$ cat src/rtl/button_conditioner_pkg.sv
// Shared types and 25 MHz timing defaults
// for the Connect Four button input stage.
package input_pkg;

  localparam int CLK_HZ = 25_000_000;

  // 10 ms, 500 ms, 150 ms at 25 MHz
  localparam int DEBOUNCE_CYCLES_DEF = CLK_HZ / 100;
  localparam int REPEAT_DELAY_DEF    = CLK_HZ / 2;
  localparam int REPEAT_PERIOD_DEF   = (CLK_HZ / 20) * 3;

  typedef enum logic [1:0] {
    IDLE,
    DELAY,
    REPEAT,
    LOCKED
  } move_state_e;

  function automatic int cw(input int n);
    return (n < 2) ? 1 : $clog2(n);
  endfunction

endpackage

$ cat src/rtl/button_conditioner_if.sv
// Raw buttons in, conditioned game pulses out.
// master drives the buttons, slave is the conditioner.
interface button_conditioner_if;

  logic btn_right_raw;
  logic btn_left_raw;
  logic btn_drop_raw;
  logic move_right;
  logic move_left;
  logic drop_piece;

  modport master (
    output btn_right_raw,
    output btn_left_raw,
    output btn_drop_raw,
    input  move_right,
    input  move_left,
    input  drop_piece
  );

  modport slave (
    input  btn_right_raw,
    input  btn_left_raw,
    input  btn_drop_raw,
    output move_right,
    output move_left,
    output drop_piece
  );

endinterface

$ cat src/rtl/button_conditioner_debouncer.sv
// Two-flop synchroniser plus counter debouncer.
// o_level and o_rise are aligned (both one flop late).
module button_debouncer
  import input_pkg::*;
#(
  parameter int DEBOUNCE_CYCLES = DEBOUNCE_CYCLES_DEF
) (
  input  logic clk_25MHz,
  input  logic rst,
  input  logic i_raw,
  output logic o_level,
  output logic o_rise
);

  localparam int CW = cw(DEBOUNCE_CYCLES);
  localparam logic [CW-1:0] CMAX = CW'(DEBOUNCE_CYCLES - 1);

  logic          r_sync1;
  logic          r_sync2;
  logic          r_level;
  logic          r_level_d;
  logic          r_rise;
  logic [CW-1:0] r_cnt;

  always_ff @(posedge clk_25MHz) begin
    if (rst) begin
      r_sync1   <= 1'b0;
      r_sync2   <= 1'b0;
      r_level   <= 1'b0;
      r_level_d <= 1'b0;
      r_rise    <= 1'b0;
      r_cnt     <= '0;
    end else begin
      r_sync1   <= i_raw;
      r_sync2   <= r_sync1;
      r_level_d <= r_level;
      r_rise    <= r_level & ~r_level_d;
      if (r_sync2 == r_level) begin
        r_cnt <= '0;
      end else if (r_cnt == CMAX) begin
        r_level <= ~r_level;
        r_cnt   <= '0;
      end else begin
        r_cnt <= r_cnt + CW'(1);
      end
    end
  end

  assign o_level = r_level_d;
  assign o_rise  = r_rise;

endmodule

$ cat src/rtl/button_conditioner.sv
// Debounced move/drop pulses with hold-to-repeat,
// left+right lockout and one-hot output arbitration.
module button_conditioner
  import input_pkg::*;
#(
  parameter int DEBOUNCE_CYCLES = DEBOUNCE_CYCLES_DEF,
  parameter int REPEAT_DELAY    = REPEAT_DELAY_DEF,
  parameter int REPEAT_PERIOD   = REPEAT_PERIOD_DEF
) (
  input logic           clk_25MHz,
  input logic           rst,
  button_conditioner_if.slave bus
);

  localparam int RMAX = (REPEAT_DELAY > REPEAT_PERIOD) ?
                        REPEAT_DELAY : REPEAT_PERIOD;
  localparam int RW = cw(RMAX);
  localparam logic [RW-1:0] RD1 = RW'(REPEAT_DELAY - 1);
  localparam logic [RW-1:0] RP1 = RW'(REPEAT_PERIOD - 1);

  // index 0 = right, 1 = left, 2 = drop
  logic [2:0]    w_raw;
  logic [2:0]    w_lvl;
  logic [2:0]    w_rise;

  move_state_e   r_st     [2];
  move_state_e   w_nx     [2];
  logic [RW-1:0] r_cnt    [2];
  logic [RW-1:0] w_cnt_nx [2];
  logic [1:0]    w_req;
  logic [1:0]    w_want;
  logic [1:0]    r_pend;
  logic          w_both;
  logic          w_drop;
  logic          r_mr;
  logic          r_ml;
  logic          r_dp;

  assign w_raw = {bus.btn_drop_raw,
                  bus.btn_left_raw,
                  bus.btn_right_raw};

  for (genvar g = 0; g < 3; g++) begin : g_db
    button_debouncer #(
      .DEBOUNCE_CYCLES(DEBOUNCE_CYCLES)
    ) u_db (
      .clk_25MHz(clk_25MHz),
      .rst      (rst),
      .i_raw    (w_raw[g]),
      .o_level  (w_lvl[g]),
      .o_rise   (w_rise[g])
    );
  end

  assign w_both = w_lvl[0] & w_lvl[1];
  assign w_drop = w_rise[2] & w_lvl[2];

  always_comb begin
    w_req = 2'b00;
    for (int i = 0; i < 2; i++) begin
      w_nx[i]     = r_st[i];
      w_cnt_nx[i] = r_cnt[i];
      if (w_both) begin
        w_nx[i] = LOCKED;
      end else begin
        unique case (r_st[i])
          IDLE: begin
            if (w_rise[i]) begin
              w_req[i]    = 1'b1;
              w_nx[i]     = DELAY;
              w_cnt_nx[i] = RD1;
            end
          end
          DELAY, REPEAT: begin
            if (!w_lvl[i]) begin
              w_nx[i] = IDLE;
            end else if (r_cnt[i] == '0) begin
              w_req[i]    = 1'b1;
              w_nx[i]     = REPEAT;
              w_cnt_nx[i] = RP1;
            end else begin
              w_cnt_nx[i] = r_cnt[i] - RW'(1);
            end
          end
          LOCKED: begin
            if (!w_lvl[i]) w_nx[i] = IDLE;
          end
        endcase
      end
    end
    // lockout also kills any deferred pulse
    w_want = (w_req | r_pend) & {2{~w_both}};
  end

  always_ff @(posedge clk_25MHz) begin
    if (rst) begin
      for (int i = 0; i < 2; i++) begin
        r_st[i]  <= IDLE;
        r_cnt[i] <= '0;
      end
      r_pend <= 2'b00;
      r_mr   <= 1'b0;
      r_ml   <= 1'b0;
      r_dp   <= 1'b0;
    end else begin
      for (int i = 0; i < 2; i++) begin
        r_st[i]  <= w_nx[i];
        r_cnt[i] <= w_cnt_nx[i];
      end
      r_dp <= w_drop;
      if (w_drop) begin
        r_mr   <= 1'b0;
        r_ml   <= 1'b0;
        r_pend <= w_want;
      end else if (w_want[0]) begin
        r_mr   <= 1'b1;
        r_ml   <= 1'b0;
        r_pend <= {w_want[1], 1'b0};
      end else begin
        r_mr   <= 1'b0;
        r_ml   <= w_want[1];
        r_pend <= 2'b00;
      end
    end
  end

  assign bus.move_right = r_mr;
  assign bus.move_left  = r_ml;
  assign bus.drop_piece = r_dp;

endmodule

$ cat src/flat_wrapper.sv
// flat-port wrapper written by rule: the top's interface ports become plain ports
module button_conditioner_flat import input_pkg::*;
#(
  parameter int DEBOUNCE_CYCLES = DEBOUNCE_CYCLES_DEF,
  parameter int REPEAT_DELAY    = REPEAT_DELAY_DEF,
  parameter int REPEAT_PERIOD   = REPEAT_PERIOD_DEF
)
  (clk_25MHz, rst, bus_btn_right_raw, bus_btn_left_raw, bus_btn_drop_raw, bus_move_right, bus_move_left, bus_drop_piece);
  button_conditioner_if bus_i ();
  input logic clk_25MHz;
  input logic rst;
  input wire logic [$bits(bus_i.btn_right_raw)-1:0] bus_btn_right_raw;
  input wire logic [$bits(bus_i.btn_left_raw)-1:0] bus_btn_left_raw;
  input wire logic [$bits(bus_i.btn_drop_raw)-1:0] bus_btn_drop_raw;
  output wire logic [$bits(bus_i.move_right)-1:0] bus_move_right;
  output wire logic [$bits(bus_i.move_left)-1:0] bus_move_left;
  output wire logic [$bits(bus_i.drop_piece)-1:0] bus_drop_piece;
  assign bus_i.btn_right_raw = bus_btn_right_raw;
  assign bus_i.btn_left_raw = bus_btn_left_raw;
  assign bus_i.btn_drop_raw = bus_btn_drop_raw;
  assign bus_move_right = bus_i.move_right;
  assign bus_move_left = bus_i.move_left;
  assign bus_drop_piece = bus_i.drop_piece;
  button_conditioner #(.DEBOUNCE_CYCLES(DEBOUNCE_CYCLES), .REPEAT_DELAY(REPEAT_DELAY), .REPEAT_PERIOD(REPEAT_PERIOD)) u_core (.clk_25MHz(clk_25MHz), .rst(rst), .bus(bus_i));
endmodule
$ cat config.mk
export PLATFORM = sky130hd
export DESIGN_NAME = button_conditioner_flat
export DESIGN_NICKNAME = d
export VERILOG_FILES = /design/src/rtl/button_conditioner_pkg.sv /design/src/rtl/button_conditioner_if.sv /design/src/rtl/button_conditioner_debouncer.sv /design/src/rtl/button_conditioner.sv /design/src/flat_wrapper.sv
export SDC_FILE = /design/constraint.sdc
export NUM_CORES = 1
export LEC_CHECK = 0
export CAP_MARGIN = 20
export CELL_PAD_IN_SITES_DETAIL_PLACEMENT = 0
export CELL_PAD_IN_SITES_GLOBAL_PLACEMENT = 1
export CORE_ASPECT_RATIO = 2
export CORE_MARGIN = 3
export CORE_UTILIZATION = 48
export DETAILED_ROUTE_END_ITERATION = 7
export PLACE_DENSITY_LB_ADDON = 0.1
export SLEW_MARGIN = 20
export SYNTH_ARGS = -nofsm -noshare
export SYNTH_HDL_FRONTEND = slang
export SYNTH_HIERARCHICAL = 1
export SYNTH_SLANG_ARGS = --single-unit
$ cat constraint.sdc
create_clock -name clk_25MHz -period 3.2 [get_ports clk_25MHz]
set_input_delay 0.64 -clock clk_25MHz [delete_from_list [all_inputs] [get_ports clk_25MHz]]
set_output_delay 0.64 -clock clk_25MHz [all_outputs]
set_load 0.02 [all_outputs]
# Word-level counts from Yosys, hierarchy flattened

Memory sizes are Yosys's and may differ from the RTL's.
Cells that the tools add are included.

Register bits: 74
ROM bits: 0
Memories kept: 2
Latch bits: 0
Logic and storage cells: 118
Output and inout port bits: 3
Bits in writable memories: 52

Shift operators: 0
Bitwise gates (word level): 21
$add $sub $neg: 5
Magnitude comparators: 0
Equal/unequal tests: 12
Reduce and logical (&&, ||, !) cells: 14
Multiply operators: 0
Mux-type cells: 42
Divide/modulo/power cells: 0

Memories:

| name         | depth | width | rd ports | clocked after Yosys merged registers in | write ports | line                     | source |
|---|---|---|---|---|---|---|---|
| u_core.r_cnt | 2     | 24    | 2        | 0                                       | 2           | button_conditioner.sv:28 | `logic [RW-1:0] r_cnt [2];` |
| u_core.r_st  | 2     | 2     | 2        | 0                                       | 2           | button_conditioner.sv:26 | `move_state_e r_st [2];` |

Operators with widths:

| kind                                                | number |
|---|---|
| 2-to-1 mux 24 bit                                   | 10 |
| one-hot mux 24 bit (2 select lines)                 | 2 |
| adder 18 x 1 -> 18 bit (second input constant)      | 3 |
| == test 18 bit (second input constant)              | 3 |
| logical NOT 24 bit                                  | 2 |
| subtractor 24 x 1 -> 24 bit (second input constant) | 2 |
| 2-to-1 mux 2 bit                                    | 14 |
| 2-to-1 mux 1 bit                                    | 12 |
| one-hot mux 2 bit (3 select lines)                  | 2 |
| OR reduction 3 bit                                  | 4 |
| NOT 1 bit                                           | 10 |
| == test 2 bit (second input constant)               | 4 |
| AND reduction 2 bit                                 | 3 |
| OR reduction 2 bit                                  | 3 |
| AND 1 bit                                           | 5 |
| == test 2 x 1 -> 1 bit (second input constant)      | 2 |
| logical NOT 2 bit                                   | 2 |
| bitwise OR 1 bit                                    | 4 |
| one-hot mux 1 bit (2 select lines)                  | 2 |
| == test 1 bit                                       | 3 |
| AND 2 bit                                           | 1 |
| bitwise OR 2 bit                                    | 1 |

# Longest topological paths before layout

Gate-level depths: netlist of the first run.

Word-level depth: 9
Depth in mapped cells: 9

# Modules after synthesis

Netlist of the first run, hierarchy kept.

By module, submodules not included:

| module                                      | cells an instance | sequential area each (um^2) | instances | area each (um^2) |
|---|---|---|---|---|
| button_conditioner                          | 408               | 1141.1                      | 1         | 3296.9 |
| button_debouncer at u_core.g_db[0].u_db ... | 108               | 460.4                       | 2         | 1027.2 |
| button_debouncer at u_core.g_db[2].u_db     | 108               | 460.4                       | 1         | 992.2 |

# Worst setup path after synthesis of the first run

OpenSTA, ideal clock, no wires.

Path type: register to register
From: memory u_core/r_st[0][0] (netlist name)
To: memory u_core/r_cnt[0][9] (netlist name)
Data arrival time: 2112 ps
Required time: 3126 ps
Cell stages (with the launch flop): 8
Slack: 1014 ps
Clock period less this slack: 2186 ps
Library setup time: 74 ps
Path through: dfxtp_1 inv_1 ha_1 clkbuf_1 mux2i_1 or3_1 or4_2 a31oi_1

RTL lines:

| what        | line |
|---|---|
| from (decl) | button_conditioner.sv:26 |
| to (decl)   | button_conditioner.sv:28 |

==> results of run 1 <==
[final cells by class]
class	count	area, sq um	area share [%]
well taps	150	188	2.64
clock buffers	18	439	6.18
inverters	29	109	1.53
clock inverters	13	164	2.31
repair buffers	15	125	1.76
flip-flops and latches	126	2520	35.5
multi-input cells	549	3560	50.1
[where the power goes]
part           internal, uW  switching (uW)
Combinational          13.5            27.7
Clock                  1240             710
Sequential             1570            2.49
[synth_stat cells (24+ instances only)]
library cell | count | area [sq um]
a21oi_1 | 41 | 205
dfxtp_1 | 126 | 2520
inv_1 | 29 | 109
nand2_1 | 39 | 146
nand3_1 | 28 | 140
nand4_1 | 27 | 169
nor2_1 | 93 | 349
nor3_1 | 35 | 175
nor4_1 | 25 | 156
o21ai_0 | 36 | 180
xnor2_1 | 33 | 289
xor2_1 | 24 | 210
[layout by cell type (no fill, tap or decap), drive strengths merged, types with 7 or more instances in the layout]
cell / synthesis / final
dfxtp: 126 / 126
nand4: 29 / 29
o21ai: 39 / 39
xnor2: 33 / 33
nor2: 93 / 93
and2: 8 / 8
xor2: 24 / 24
nand2: 39 / 39
nor4: 31 / 31
or4: 7 / 7
nor3: 37 / 37
a31oi: 8 / 8
nand2b: 8 / 8
and4: 8 / 8
nand3: 30 / 30
nor2b: 12 / 12
and3: 7 / 7
ha: 12 / 12
o41ai: 11 / 11
clkbuf: 20 / 18
buf: 8 / 9
a21oi: 41 / 41
inv: 29 / 31
a211oi: 7 / 7
[layer usage]
| layer | vias up | track usage (%) |
|---|---|---|
| met5 | - | 0 |
| met4 | 0 | 13.5 |
| met3 | 42 | 4.63 |
| met2 | 87 | 42.1 |
| met1 | 2604 | 20.6 |
| li1 | 2683 | - |
[registers in the layout, summed over array words and instances (netlist names)]
register and flops:
u_core/r_st 4, u_core/g_db.u_db/r_sync2 3, u_core/bus.move_right 1, u_core/g_db.u_db/o_level 3, u_core/g_db.u_db/r_cnt 54, u_core/bus.drop_piece 1
u_core/g_db.u_db/r_sync1 3, u_core/g_db.u_db/r_level 3, u_core/r_pend 2, u_core/g_db.u_db/o_rise 3, u_core/r_cnt 48, u_core/bus.move_left 1
[per-stage QoR]
stage	instance area, sq um	util (%)	hold WS, ns	total power (uW)	instances
2_1_floorplan	6340	-	0.391	1640	732
3_3_place_gp	6500	50.9	0.429	1650	869
3_5_place_dp	6500	50.9	0.433	1650	869
4_1_cts	7110	55.6	0.435	3620	900
5_1_grt	7110	55.6	0.458	3700	900
6_report	7110	55.6	0.434	3570	900
[critical path: stages, from the launching register on]
cell	delay (ns)
dfxtp_1	0.35
inv_1	0.06
ha_1	0.40
mux2i_1	0.19
or3_1	0.53
or4_2	0.70
a31oi_1	0.17
[worst max-delay path by stage]
stage,end,start,slack (ns),depth (start not counted)
global route,u_core/r_cnt[0][26]$_SDFFE_PP0P_,u_core/r_cnt[0][32]$_SDFFE_PP0P_,0.60,5
floorplan,u_core/r_cnt[0][9]$_SDFFE_PP0P_,u_core/r_st[0][0]$_SDFFE_PP0P_,1.01,7
CTS,u_core/r_cnt[0][9]$_SDFFE_PP0P_,u_core/r_st[0][0]$_SDFFE_PP0P_,0.73,6
detailed placement,u_core/r_cnt[0][9]$_SDFFE_PP0P_,u_core/r_st[0][0]$_SDFFE_PP0P_,0.74,6
global placement,u_core/r_cnt[0][9]$_SDFFE_PP0P_,u_core/r_st[0][0]$_SDFFE_PP0P_,0.80,6
finish,u_core/r_cnt[0][9]$_SDFFE_PP0P_,u_core/r_st[0][0]$_SDFFE_PP0P_,0.74,6
[cells by family after synthesis]
logic type               share of synthesized area (%)
AND/OR/NAND/NOR                                   30.2
XOR/XNOR                                          7.87
AO/OA/AOI/OAI                                     14.9
adder cells (fa/ha/maj)                           2.37
multiplexers                                     0.789
flip-flops                                        39.8
buffers and inverters                             4.14
==> impl_results.md, run 1 <==
- Hold_sp: u_core/g_db[0].u_db/r_sync1$_SDFF_PP0_
- Hold buffers post-CTS: 0
- Global Route Usage Sum: between 20% and 30%
- Setup TNS: 0 ns
- CP Launch Type: flop
- Peak VDD IR: between 0.0004 and 0.0005 V
- Relative max-transition margin: 36.3%
- Detailed-placement wirelength estimate: between 10,000 and 15,000 microns
- Cells on worst reg2reg path: 6
- Vias per inst: 6.02
- Initial antenna violation count: 0
- Status: completed
- Place WS: between 0.7 and 0.8 ns
- Syn. warnings: 6
- Cell Area, Synth: between 6000 and 7000 sq um
- Num CTS Buffers: 17
- Clock transition at path regs: about 0.05 ns
- Full die area: around 15,000 sq um
- EDFF count, synth: 0
- Reg2reg end: u_core/r_cnt[0][9]$_SDFFE_PP0P_
- Asr flop ratio synth: 0%
- Worst EP required: 3.53 ns
- Routability Congestion: 0.842
- Synth Register Bits: ~130
- Die height: ~170 microns
- RR Startpoint: u_core/r_st[0][0]$_SDFFE_PP0P_
- Synthesis-to-layout area growth: 12.0%
- Worst skew pair latency: about 0.41 ns
- Register area share after synthesis: 39.8%
- LEAKAGE: approximately 0.0024 uW
- ANT nets after route: 0
- Mapped Cells: between 700 and 800
- Pins Over Slew Limit: 0
- CTS H-tree lvls: 4
- Fmax: just over 0.4 GHz
- Worst slew pin tran: between 0.9 and 1 ns
- Routed length per instance: approximately 17 microns
- PostCTS Resize Cnt: 0
- GRT overflow: 0
- Core area: ~13,000 sq um
- CP Max Fanout: 12
- Hold Crit Depth: 1
- Min-delay worst type: reg2reg
- Period utilization: 77.0%
- Routed length on met3: slightly below 400 microns
- Clock Sinks: around 130
- Reg2Reg Setup Slack: ~0.74 ns
- Clock tree buffer depth: 2
- Via count: about 5,400
- Starting Density: 49.7%
- Mean Syn Cell Area: between 8 and 9 sq um
- Yosys cell types: 70
- Die X: about 87 microns
- Layout cells sized above 1: 9.47%
- Post-CTS setup buffers: 0
- MaxCap Viol Count: 0
- Post-route setup slack: about 0.74 ns
- CP Capture Type: flop
- Antenna diodes: 0
- Met2 wire len: approximately 8900 microns
- Met1 wire length: between 5000 and 6000 microns
- Vias in the first global route: between 5,000 and 6,000
- CP arrival: approximately 2.8 ns
- Primary FF master, synth: dfxtp_1
- Port buffer count: 7
- Drt pass-1 iters: 4
- Fillers: 1,203
- Final setup vio count: 0
- Ports: 8
- CTS tree: yes
- Top Layer Used: met4
- Core Rows: between 50 and 60
- First-pass GRT wire length: approximately 26,000 microns
- DRC violations left: 0
- Pwr/cell area: between 500 and 600 nW/um^2
- Final net count: 755
- Worst Hold End: u_core/g_db[0].u_db/r_sync2$_SDFF_PP0_
- Final hold vios: 0
- Largest net degree at the start of global routing: 29
- Min cycle time layout: around 2.5 ns
- Clk_skew: 0.00822 ns
- WL final: around 16,000 microns
- DR iter-0 viols: a little under 200
- CTS Root Cell: clkbuf_16
- Syn Nets: around 750
- RSZ-0062 raised after global routing: no
- Crit path kind: reg2reg
Note: power is estimated with default switching activity, not from simulation.
==> run 2: changes to the inputs <==
- CORE_UTILIZATION: 48 -> 44
- clock period: 3.2 -> 2.25 ns (I/O delays scaled with it)
==> impl_results.md, run 2 (synthesized netlist as in run 1, its figures left out) <==
- Status: completed
- Global Route Usage Sum: 20.9% (-1.3 points)
- ANT nets after route: 0 (unchanged)
- Relative max-transition margin: 57.6% (+21 points)
- Worst Hold End: u_core/g_db[2].u_db/r_sync2$_SDFF_PP0_
- RR Startpoint: u_core/r_st[0][0]$_SDFFE_PP0P_
- CTS H-tree lvls: 4 (unchanged)
- Pwr/cell area: 674 nW/um^2 (+34%)
- Clock transition at path regs: 0.06 ns (about the same)
- Routability Congestion: 0.842 (about the same)
- CP Launch Type: flop
- Crit path kind: reg2reg
- DP Area: 6830 sq um (+5.0%)
- Worst EP required: 2.59 ns (-0.94 ns)
- Core area: 14,000 sq um (+10%)
- Min cycle time layout: 2.15 ns (-0.312 ns)
- Period utilization: 95.7% (+19 points)
- Min-delay worst type: in2reg
- Ports: 8 (unchanged)
- Peak VDD IR: 0.000458 V (-5.6%)
- LEAKAGE: 0.00259 uW (+6.4%)
- Reg2Reg Setup Slack: 0.1 ns (-0.64 ns)
- Fmax: 0.465 GHz (+14%)
- GR Util met3: 3.81% (-0.81 points)
- Top Registers: u_core/g_db.u_db/r_cnt x54, u_core/r_cnt x48, u_core/r_st x4
- Vias in the first global route: 5,698 (+0.74%)
- Die X: 90.9 microns (+4.1%)
- Die height: 176 microns (+4.3%)
- CP Max Fanout: 3 (-9)
- WL final: 16,000 microns (+2.6%)
- Commonest non-fill, non-tap cell in the layout: dfxtp_1
- Port buffer count: 7 (unchanged)
- Final hold vios: 0 (unchanged)
- Drt pass-1 iters: 4 (unchanged)
- Synthesis-to-layout area growth: 17.2%
- Setup TNS: 0 ns (unchanged)
- M1 GR Usage: 20.5% (-0.096 points)
- Num CTS Buffers: 17 (unchanged)
- Worst slew pin tran: 0.632 ns (-0.320 ns)
- Full die area: 16,000 sq um (+8.6%)
- Fillers: 1,362 (+13%)
- Largest register FFs: 54 (unchanged)
- Final net count: 790 (+4.6%)
- Hold Crit Depth: 2 (+1)
- First-pass GRT wire length: 27,000 microns (+3.4%)
- Worst skew pair latency: 0.41 ns (about the same)
- Layout cells sized above 1: 14.2% (+4.8 points)
- Pins Over Slew Limit: 0 (unchanged)
- Core Rows: 61 (+5.2%)
- Biggest register: u_core/g_db.u_db/r_cnt
- DR iter-0 viols: 275 (+40%)
- Met2 Use GR: 41.6% (-0.56 points)
- CP Capture Type: flop
- Clk_skew: 0.0107 ns (+0.00249 ns)
- Post-CTS setup buffers: 0 (unchanged)
- Clock tree buffer depth: 2 (unchanged)
- Vias per inst: 5.65 (-6.1%)
- CTS Root Cell: clkbuf_16
- Cells on worst reg2reg path: 6 (unchanged)
- Final setup vio count: 0 (unchanged)
- GRT busiest layer: met2
- Starting Density: 45.2% (-4.5 points)
- Routed length per instance: 16.5 microns (-5.3%)
- Most frequent cells in the layout: 126 x dfxtp_1, 93 x nor2_1, 42 x buf_4, 41 x a21oi_1, 39 x nand2_1
- CP arrival: 2.49 ns (-0.31 ns)
- RSZ-0062 raised after global routing: no
- Antenna diodes: 0 (unchanged)
- CTS tree: yes
- GRT overflow: 0 (unchanged)
- Via count: 5,510 (+1.7%)
- Reg2reg end: u_core/r_cnt[0][9]$_SDFFE_PP0P_
- Largest net degree at the start of global routing: 21 (-28%)
- Initial antenna violation count: 0 (unchanged)
- Clock Sinks: 126 (unchanged)
- Hold buffers post-CTS: 0 (unchanged)
- DRC violations left: 0 (unchanged)
- Finished Cell Area: 7430 sq um (+4.6%)
- Detailed-placement wirelength estimate: 11,900 microns (+3.8%)
- MaxCap Viol Count: 0 (unchanged)
- Hold_sp: rst
run 2: layout make-up:
class	count	area [sq um]	share of cell area [%]
inverters	29	109	1.46
repair buffers	50	400	5.39
multi-input cells	549	3590	48.2
clock buffers	17	425	5.72
well taps	189	236	3.18
clock inverters	15	153	2.05
flip-flops and latches	126	2520	33.9
run 2: worst max-delay path by stage:
stage / startpoint / endpoint / slack (ns) / cells past startpoint
5_1_grt: u_core/r_st[0][0]$_SDFFE_PP0P_ / u_core/r_cnt[0][9]$_SDFFE_PP0P_ / 0.002 / 6
4_1_cts: u_core/r_st[0][0]$_SDFFE_PP0P_ / u_core/bus.move_right$_SDFF_PP0_ / 0.08 / 8
2_1_floorplan: u_core/r_st[0][0]$_SDFFE_PP0P_ / u_core/r_cnt[0][9]$_SDFFE_PP0P_ / 0.06 / 7
6_report: u_core/r_st[0][0]$_SDFFE_PP0P_ / u_core/r_cnt[0][9]$_SDFFE_PP0P_ / 0.1 / 6
3_5_place_dp: u_core/r_st[0][0]$_SDFFE_PP0P_ / u_core/bus.move_right$_SDFF_PP0_ / 0.10 / 8
3_3_place_gp: u_core/r_st[0][0]$_SDFFE_PP0P_ / u_core/r_cnt[0][9]$_SDFFE_PP0P_ / 0.18 / 6
run 2: metal layers:
| metal | part of all wire (%) | up-vias |
|---|---|---|
| met1 | 38 | 2618 |
| met3 | 2.6 | 32 |
| met2 | 57 | 90 |
| met5 | 0 | - |
| met4 | 2.5 | 0 |
| li1 | - | 2770 |
run 2: worst max-delay path, stage by stage (launching register included):
cell,delay (ns)
dfxtp_1,0.36
inv_1,0.06
ha_1,0.32
mux2i_1,0.16
or3_1,0.36
or4_2,0.64
a31oi_1,0.19
run 2: power breakdown:
group | internal [uW] | switching, uW | leakage, uW | total (uW)
Sequential | 2240 | 3.32 | 0.00102 | 2240
Combinational | 24.8 | 41.8 | 0.00130 | 66.6
Clock | 1560 | 1140 | 0.000277 | 2700
Total | 3820 | 1190 | 0.00259 | 5010
run 2: per-stage QoR:
stage          cells  utilization, %  total power, uW  hold slack (ns)  setup slack (ns)
5_1_grt          975            52.9             5200            0.409           0.00239
3_5_place_dp     943            48.6             2360            0.422             0.103
3_3_place_gp     943            48.6             2360            0.415             0.182
2_1_floorplan    732               -             2330            0.391            0.0636
4_1_cts          975            52.7             5090            0.401            0.0850
6_report         975            52.9             5010            0.401            0.0975
run 2: what timing repair did:
action	4_1_cts	5_1_grt
endpoints found under the setup margin	0	7
endpoints found under the hold margin	0	0
resized for setup	0	6
==> patch (flow settings as in run 1) <==
The package constant `CLK_HZ` goes from 25_000_000 to 6_250_000.
--- a/src/rtl/button_conditioner_pkg.sv
+++ b/src/rtl/button_conditioner_pkg.sv
@@ -4,3 +4,3 @@
 
-  localparam int CLK_HZ = 25_000_000;
+  localparam int CLK_HZ = 6_250_000;
 
Check against the original RTL: same outputs for any inputs over 10 cycles, from zero or initial values and one cycle with rst high; that may be too few to reach the edited logic, so the function may still have changed.
==> patch against run 1 <==
Area after synthesis down 11%; wire length down 21%; final area down 9.3%; utilization up 1.1 points; non-clock buffer count unchanged; sequential cell count down 10; via count down 11%; clock skew up 3.5 ps; hold slack worse by 24 ps; worst setup slack worse by 270 ps.
Power is not compared: it rests on default switching activity, and its combinational part moved more than twofold at a synthesized area within 25%.
==> patch: results (changes against run 1) <==
| Quantity | Reported | Unit | Delta |
| --- | --- | --- | --- |
| Overall Global Routing Usage | 20.39 | % | -1.8 points |
| Inst Count DP | 787 | - | -9.4% |
| Register-to-register path setup slack | 470 | ps | -270 ps |
| Post-placement worst setup slack | 478.3 | ps | -262.5 ps |
| Critical-path top delay cell | or4_1 | - |  |
| Average cell area after synthesis | 8.538 | µm² | -1.5% |
| Distinct cell type count after synthesis | 60 | - | -14% |
| Final Critical Period | 2735 | ps | +270.3 ps |
| Launching instance or port of the critical path | u_core/r_st[0][2] | - |  |
| Vias in the first global route | 4686 | - | -17% |
| Post-place instance area | 0.005802 | mm² | -11% |
| Final estimated routing congestion in global placement | 0.8399 | - | -0.25% |
| Fraction of layout instances using a drive strength above 1 | 8.876 | % | -0.59 points |
| Detailed Route Iter0 Violations | 246 | - | +26% |
| Hpwl dp | 8.707 | mm | -24% |
| Mux contribution to synthesized area | 0.8909 | % | +0.10 points |
| Result of the run | completed | - |  |
| Most frequent cells after synthesis | dfxtp_1, nor2_1, nor3_1 | - |  |
| Detail-routed net length per standard cell | 15.15 | µm | -13% |
| Depth of the worst register-to-register path | 7 | - | +1 |
| Highest fanout seen on the critical path | 16 | - | +4 |
| Cell types with the largest area share after synthesis | dfxtp_1, nor2_1, xnor2_1 | - |  |
| Global-route met3 utilization | 3.907 | % | -0.72 points |
| Nets | 681 | - | -9.8% |
| Critical path data arrival time | 3020 | ps | +220 ps |
| Met1 routed wirelength after detailed routing | 5.091 | mm | -9.9% |
==> patch: how the worst min path moves through the flow <==
stage                           startpoint                         end  slack, ps  depth (start not counted)
2_1_floorplan  u_core/g_db[2].u_db/o_level  u_core/g_db[2].u_db/o_rise        390                          1
3_3_place_gp   u_core/g_db[2].u_db/o_level  u_core/g_db[2].u_db/o_rise        400                          1
3_5_place_dp   u_core/g_db[2].u_db/o_level  u_core/g_db[2].u_db/o_rise        400                          1
4_1_cts        u_core/g_db[2].u_db/o_level  u_core/g_db[2].u_db/o_rise        410                          1
5_1_grt        u_core/g_db[2].u_db/o_level  u_core/g_db[2].u_db/o_rise        420                          1
6_report       u_core/g_db[2].u_db/o_level  u_core/g_db[2].u_db/o_rise        410                          1
==> patch: area by class of cell <==
cell class,instances,area (µm²)
sequential,116,2322
multi-input combinational,498,3117
inverter,16,60.06
clock buffer,23,498.0
timing repair buffer,15,125.1
tap,142,177.7
clock inverter,8,146.4
fill,1086,4908
